### config.mk
export PLATFORM = sky130hd
export DESIGN_NAME = fifo_pack_reader_flat
export DESIGN_NICKNAME = d
export VERILOG_FILES = /design/src/rtl/fifo_pack_reader_pkg.sv /design/src/rtl/fifo_pack_reader_if.sv /design/src/rtl/fifo_pack_reader.sv /design/src/flat_wrapper.sv
export SDC_FILE = /design/constraint.sdc
export NUM_CORES = 1
export LEC_CHECK = 0
export BUFFER_PORTS_ARGS = -buffer_cell sky130_fd_sc_hd__buf_2
export CAP_MARGIN = 20
export CORE_ASPECT_RATIO = 1.75
export CORE_UTILIZATION = 40
export CTS_BUF_LIST = sky130_fd_sc_hd__clkbuf_4
export CTS_CLUSTER_DIAMETER = 100
export DETAILED_ROUTE_END_ITERATION = 7
export PLACE_DENSITY_LB_ADDON = 0.15
export SLEW_MARGIN = 10
export SYNTH_ARGS = -nofsm -noshare
export SYNTH_HDL_FRONTEND = slang
export SYNTH_SLANG_ARGS = --single-unit
export TNS_END_PERCENT = 1
### constraint.sdc
create_clock -name i_clk -period 2.1 [get_ports i_clk]
set_input_delay 0.42 -clock i_clk [delete_from_list [all_inputs] [get_ports i_clk]]
set_output_delay 0.42 -clock i_clk [all_outputs]
set_load 0.005 [all_outputs]
### src/rtl/fifo_pack_reader_pkg.sv
// Shared types and helpers for the FIFO pack reader: state encoding and a
// ceiling-log2 used to size the lane counter and the valid-lane count.
package fifo_pack_reader_pkg;

   typedef enum logic {
      S_FILL = 1'b0,
      S_OUT  = 1'b1
   } state_e;

   function automatic int clog2(input int value);
      int result;
      result = 0;
      for (int i = 0; i < 31; i++) begin
         if ((1 << i) < value) result = i + 1;
      end
      return result;
   endfunction

endpackage

### src/rtl/fifo_pack_reader_if.sv
// Bundles the FIFO read port and the wide valid/ready output stream of the pack reader.
// The flush input exists only when FIFO_PACK_READER_FLUSH_EN is defined.
interface fifo_pack_reader_if #(
   parameter int DATA_WIDTH = 8,
   parameter int PACK       = 4
);
   localparam int CNT_W = fifo_pack_reader_pkg::clog2(PACK + 1);

   logic                       fifo_empty;
   logic [DATA_WIDTH-1:0]      fifo_rdata;
   logic                       fifo_ren;
   logic                       valid;
   logic                       ready;
   logic [DATA_WIDTH*PACK-1:0] data;
   logic [CNT_W-1:0]           count;
`ifdef FIFO_PACK_READER_FLUSH_EN
   logic                       flush;

   modport master (
      input  fifo_empty, fifo_rdata, ready, flush,
      output fifo_ren, valid, data, count
   );
   modport slave (
      output fifo_empty, fifo_rdata, ready, flush,
      input  fifo_ren, valid, data, count
   );
`else
   modport master (
      input  fifo_empty, fifo_rdata, ready,
      output fifo_ren, valid, data, count
   );
   modport slave (
      output fifo_empty, fifo_rdata, ready,
      input  fifo_ren, valid, data, count
   );
`endif

endinterface

### src/rtl/fifo_pack_reader.sv
// Pops PACK words from a synchronous FIFO and emits them as one wide beat (first word in LSBs).
// Optional partial-beat flush is compiled in with FIFO_PACK_READER_FLUSH_EN.
//
// state  | meaning
// S_FILL | popping FIFO words into lanes while the FIFO is non-empty
// S_OUT  | holding a packed beat on the stream until downstream accepts it
module fifo_pack_reader
   import fifo_pack_reader_pkg::*;
#(
   parameter int DATA_WIDTH = 8,
   parameter int PACK       = 4
) (
   input  logic              i_clk,
   input  logic              i_reset,
   fifo_pack_reader_if.master bus
);

   localparam int CW    = clog2(PACK);
   localparam int CNT_W = clog2(PACK + 1);
   localparam logic [CW-1:0]    LAST_LANE = CW'(PACK - 1);
   localparam logic [CNT_W-1:0] FULL_CNT  = CNT_W'(PACK);

   state_e                state_q, state_d;
   logic [CW-1:0]         cnt_q, cnt_d;
   logic [CNT_W-1:0]      count_q, count_d;
   logic [DATA_WIDTH-1:0] lane_q [PACK];
   logic [DATA_WIDTH-1:0] lane_d [PACK];
   logic                  pop;

   always_comb begin
      state_d = state_q;
      cnt_d   = cnt_q;
      count_d = count_q;
      lane_d  = lane_q;
      pop     = 1'b0;
      case (state_q)
         S_FILL: begin
            pop = !bus.fifo_empty && !i_reset;
            if (pop) begin
               lane_d[cnt_q] = bus.fifo_rdata;
               if (cnt_q == LAST_LANE) begin
                  state_d = S_OUT;
                  count_d = FULL_CNT;
                  cnt_d   = '0;
               end else begin
                  cnt_d = cnt_q + CW'(1);
               end
            end
`ifdef FIFO_PACK_READER_FLUSH_EN
            // A same-cycle pop is folded into the partial beat; a pop completing the beat wins.
            if (bus.flush && !(pop && cnt_q == LAST_LANE) && (cnt_q != '0 || pop)) begin
               state_d = S_OUT;
               count_d = CNT_W'(cnt_q) + CNT_W'(pop);
               cnt_d   = '0;
            end
`endif
         end
         S_OUT: begin
            if (bus.ready) begin
               state_d = S_FILL;
               count_d = '0;
               for (int k = 0; k < PACK; k++) lane_d[k] = '0;
            end
         end
         default: state_d = S_FILL;
      endcase
   end

   always_comb begin
      bus.fifo_ren = pop;
      bus.valid    = (state_q == S_OUT);
      bus.count    = count_q;
      bus.data     = '0;
      for (int k = 0; k < PACK; k++) bus.data[k*DATA_WIDTH +: DATA_WIDTH] = lane_q[k];
   end

   always_ff @(posedge i_clk) begin
      if (i_reset) begin
         state_q <= S_FILL;
         cnt_q   <= '0;
         count_q <= '0;
         for (int k = 0; k < PACK; k++) lane_q[k] <= '0;
      end else begin
         state_q <= state_d;
         cnt_q   <= cnt_d;
         count_q <= count_d;
         lane_q  <= lane_d;
      end
   end

endmodule
### src/flat_wrapper.sv
// flat-port wrapper written by rule: the top's interface ports become plain ports
module fifo_pack_reader_flat import fifo_pack_reader_pkg::*;
#(
   parameter int DATA_WIDTH = 8,
   parameter int PACK       = 4
)
  (i_clk, i_reset, bus_fifo_empty, bus_fifo_rdata, bus_ready, bus_fifo_ren, bus_valid, bus_data, bus_count);
  fifo_pack_reader_if #(.DATA_WIDTH(DATA_WIDTH), .PACK(PACK)) bus_i ();
  input  logic i_clk;
  input  logic i_reset;
  input wire logic [$bits(bus_i.fifo_empty)-1:0] bus_fifo_empty;
  input wire logic [$bits(bus_i.fifo_rdata)-1:0] bus_fifo_rdata;
  input wire logic [$bits(bus_i.ready)-1:0] bus_ready;
  output wire logic [$bits(bus_i.fifo_ren)-1:0] bus_fifo_ren;
  output wire logic [$bits(bus_i.valid)-1:0] bus_valid;
  output wire logic [$bits(bus_i.data)-1:0] bus_data;
  output wire logic [$bits(bus_i.count)-1:0] bus_count;
  assign bus_i.fifo_empty = bus_fifo_empty;
  assign bus_i.fifo_rdata = bus_fifo_rdata;
  assign bus_i.ready = bus_ready;
  assign bus_fifo_ren = bus_i.fifo_ren;
  assign bus_valid = bus_i.valid;
  assign bus_data = bus_i.data;
  assign bus_count = bus_i.count;
  fifo_pack_reader #(.DATA_WIDTH(DATA_WIDTH), .PACK(PACK)) u_core (.i_clk(i_clk), .i_reset(i_reset), .bus(bus_i));
endmodule
==> summary.md <==
| Metric | Value |
|---|---|
| Status | complete, no violations |
| 1st-pass router iterations | 4 |
| Mux share of post-synthesis cell area | 0% |
| Core area | between 3000 and 4000 um^2 |
| Initial antenna violation count | 0 |
| Grt ovf | 0 |
| Worst Path Class, Setup | flop to output port |
| Die footprint | between 3000 and 4000 um^2 |
| CTS sink cnt | 36 |
| Ant diodes | 0 |
| Boundary Pins | just under 50 |
| Yosys warnings | 0 |
| Share of cells above drive strength 1 | 48.1% |
| Clock share of power | a little over a quarter |
| Post-Synth Adder-Cell Area | around 3.4% |
| Final #Nets | ~210 |
| Leak Pwr | approximately 0.8 nW |
| Wire length per cell | about 13 um |
| Seq pwr share | 61.2% |
| Hold buffer count at CTS | 0 |
| TritonCTS Buffers | 5 |
| Async S/R FF share, synth | 0% |
| Post-CTS setup buffers | 0 |
| Post-Synth Simple-Gate Area | 20.9% |
| P_int | 874 uW |
| Unique cell type count in the Yosys netlist | 22 |
| DIE WIDTH | around 48 um |
| Power share of the combinational group | 11.5% |
| Final Hold Vio Count | 0 |
| CTS tree | done |
| Root Buffer | clkbuf_4 |
| Synth Instances | roughly 140 |
| Site row count | 29 |
| Post-synth top flop | dfxtp_1 |
| Clock Path Buffers | 2 |
| Reg-to-Reg Start | u_core.cnt_q[1] |
| Top post-synthesis cells by count | dfxtp_1 (36), o21ai_2 (28), nand3_1 (26) |
| Die height | just over 80 um |
| Pwr Total | between 1 and 1.5 mW |
| Total Wirelength | just over 3000 um |
| Post-synth EDFFs | 0 |
| RePlAce Congestion | around 0.7 |
| Post-layout minimum cycle time | roughly 1800 ps |
| Setup TNS | 0 ps |
| Switching power | slightly above 300 uW |
| # setup viols final | 0 |
| PD cells | between 600 and 700 nW/um^2 |
| Fillcell total | 351 |
| Detailed-route via count | 1157 |
| Final slew viol count | 0 |
| Number of DRC markers in iteration 0 | 14 |
| Post-synthesis compound-gate area fraction | about a fifth |
| Worst endpoint required time | between 1500 and 2000 ps |
| Fmax achieved | 0.560 GHz |
| Skew-Pair Late Insertion Delay | around 320 ps |
| Avg Cell Area, Syn | about 10 um^2 |
| Clock skew | 7.62 ps |
| Post_cts resized | 0 |
| Total GRT Usage | between 10% and 20% |
| Cell accounting for the most synthesized area | dfxtp_1 |
| Largest family of logic cells by synthesized area | simple AND/OR/NAND/NOR gates |
| Most frequent cell after synthesis | dfxtp_1 |
| Pin count of the biggest net entering global routing | 34 |
| RSZ-0062 raised after global routing | no |
| VDD IR max | approximately 450 uV |
| Ranking of synthesized cells by area | dfxtp_1 (48%), o21ai_2 (16%), nand3_1 (8.7%) |
| XOR/XNOR Fraction of Synth Area | 0% |
| DRT antenna net count | 0 |
| IO buf count | 46 |
| Critical path startpoint category | flop |
| HP Class | input pin to flop |
| Post-synthesis sequential area ratio | between 40 and 50% |
| Seq cells post-synth | 36 |
| First-pass GRT wire length | between 4000 and 5000 um |
| Arr. time, crit path | roughly 1400 ps |
| Switching share of power | between 20 and 30% |
| Final worst path period share | 85.0% |
| Clk slew on worst S/H paths | approximately 100 ps |
| Max cap viols | 0 |
| Synth-to-layout area growth | 18.3% |
| DP HPWL | 2330 um |
| CP Max Fanout | 8 |
| Crit. Startpoint | u_core.bus.valid |
| Initial core utilization | 41.4% |
| Min-delay src | bus_ready |
| Residual DRC | 0 |
| Vias per Instance | approximately 4.9 |
| Synth top area share | a little under 50% |
| Setup crit end kind | output port |
| Synthesized cell area | about 1500 um^2 |
| # H-tree levels | 2 |
| Number of global-route vias before repair | roughly 1000 |
critical path, cell delays in order (launching register included):
cell and delay (ps):
dfxtp_1 390, nor3_1 450, buf_2 200
power groups by stage:
| stage | registers [mW] | clock network, mW | logic [mW] |
|---|---|---|---|
| final | 0.721 | 0.321 | 0.136 |
| after global placement | 0.735 | 0 | 0.134 |
| after global routing | 0.725 | 0.367 | 0.152 |
| after CTS | 0.721 | 0.338 | 0.138 |
| after detailed placement | 0.736 | 0 | 0.138 |
| after floorplan | 0.737 | 0 | 0.0914 |
layer usage:
metal	global-route usage [%]	routed length, um	up-vias
met5	0	0	-
met3	4.13	127	2
li1	-	-	600
met1	19.7	1270	525
met4	7.50	27	0
met2	30.3	1690	30
per-stage QoR:
| step | std cells | setup slack, ps | util, % | hold slack [ps] | cell area [um^2] |
|---|---|---|---|---|---|
| 5_1_grt | 235 | 201 | 49.0 | 398 | 1760 |
| 6_report | 235 | 316 | 49.0 | 377 | 1760 |
| 2_1_floorplan | 145 | 619 | - | 439 | 1490 |
| 3_5_place_dp | 228 | 422 | 47.8 | 449 | 1720 |
| 3_3_place_gp | 228 | 461 | 47.8 | 443 | 1720 |
| 4_1_cts | 235 | 285 | 49.0 | 355 | 1760 |
final cells by class:
type	instances	area, um^2	area share [%]
clock buffer	5	37.5	2.13
clock inverter	2	7.51	0.426
inverter	2	7.51	0.426
multi-input combinational	93	663	37.6
sequential	36	721	40.9
tap	46	57.6	3.27
timing repair buffer	51	268	15.2
cells in the final DEF, fill, tap and decap left out, drive strengths merged:
cell,synthesis,routed
clkbuf,4,5
nor3,1,1
nand2,4,4
conb,1,2
nor2,1,1
a21oi,1,1
buf,10,51
nand2b,8,8
clkinv,0,2
nand3,32,32
or4b,4,4
o21ai,33,33
dfxtp,36,36
or2b,1,1
o31ai,2,2
ha,4,4
inv,2,2
worst paths after layout:
kind / endpoint / slack, ps / cells after the start
worst min-delay path: u_core.bus.valid / 380 / 3
worst max register to register: u_core.bus.data[8] / 530 / 6
worst min register to register: u_core.bus.data[22] / 460 / 2
worst max-delay path: bus_fifo_ren / 320 / 2
registers in the layout (all words and copies together) (netlist names):
name	cells
u_core.bus.valid	1
u_core.cnt_q	2
u_core.bus.data	32
u_core.bus.count	1
cells by family after synthesis:
family / after synthesis
other: 1
flip-flops: 36
adder cells (fa/ha/maj): 4
AO/OA/AOI/OAI: 36
buffers and inverters: 16
AND/OR/NAND/NOR: 51
Note: power is estimated with default switching activity, not from simulation.
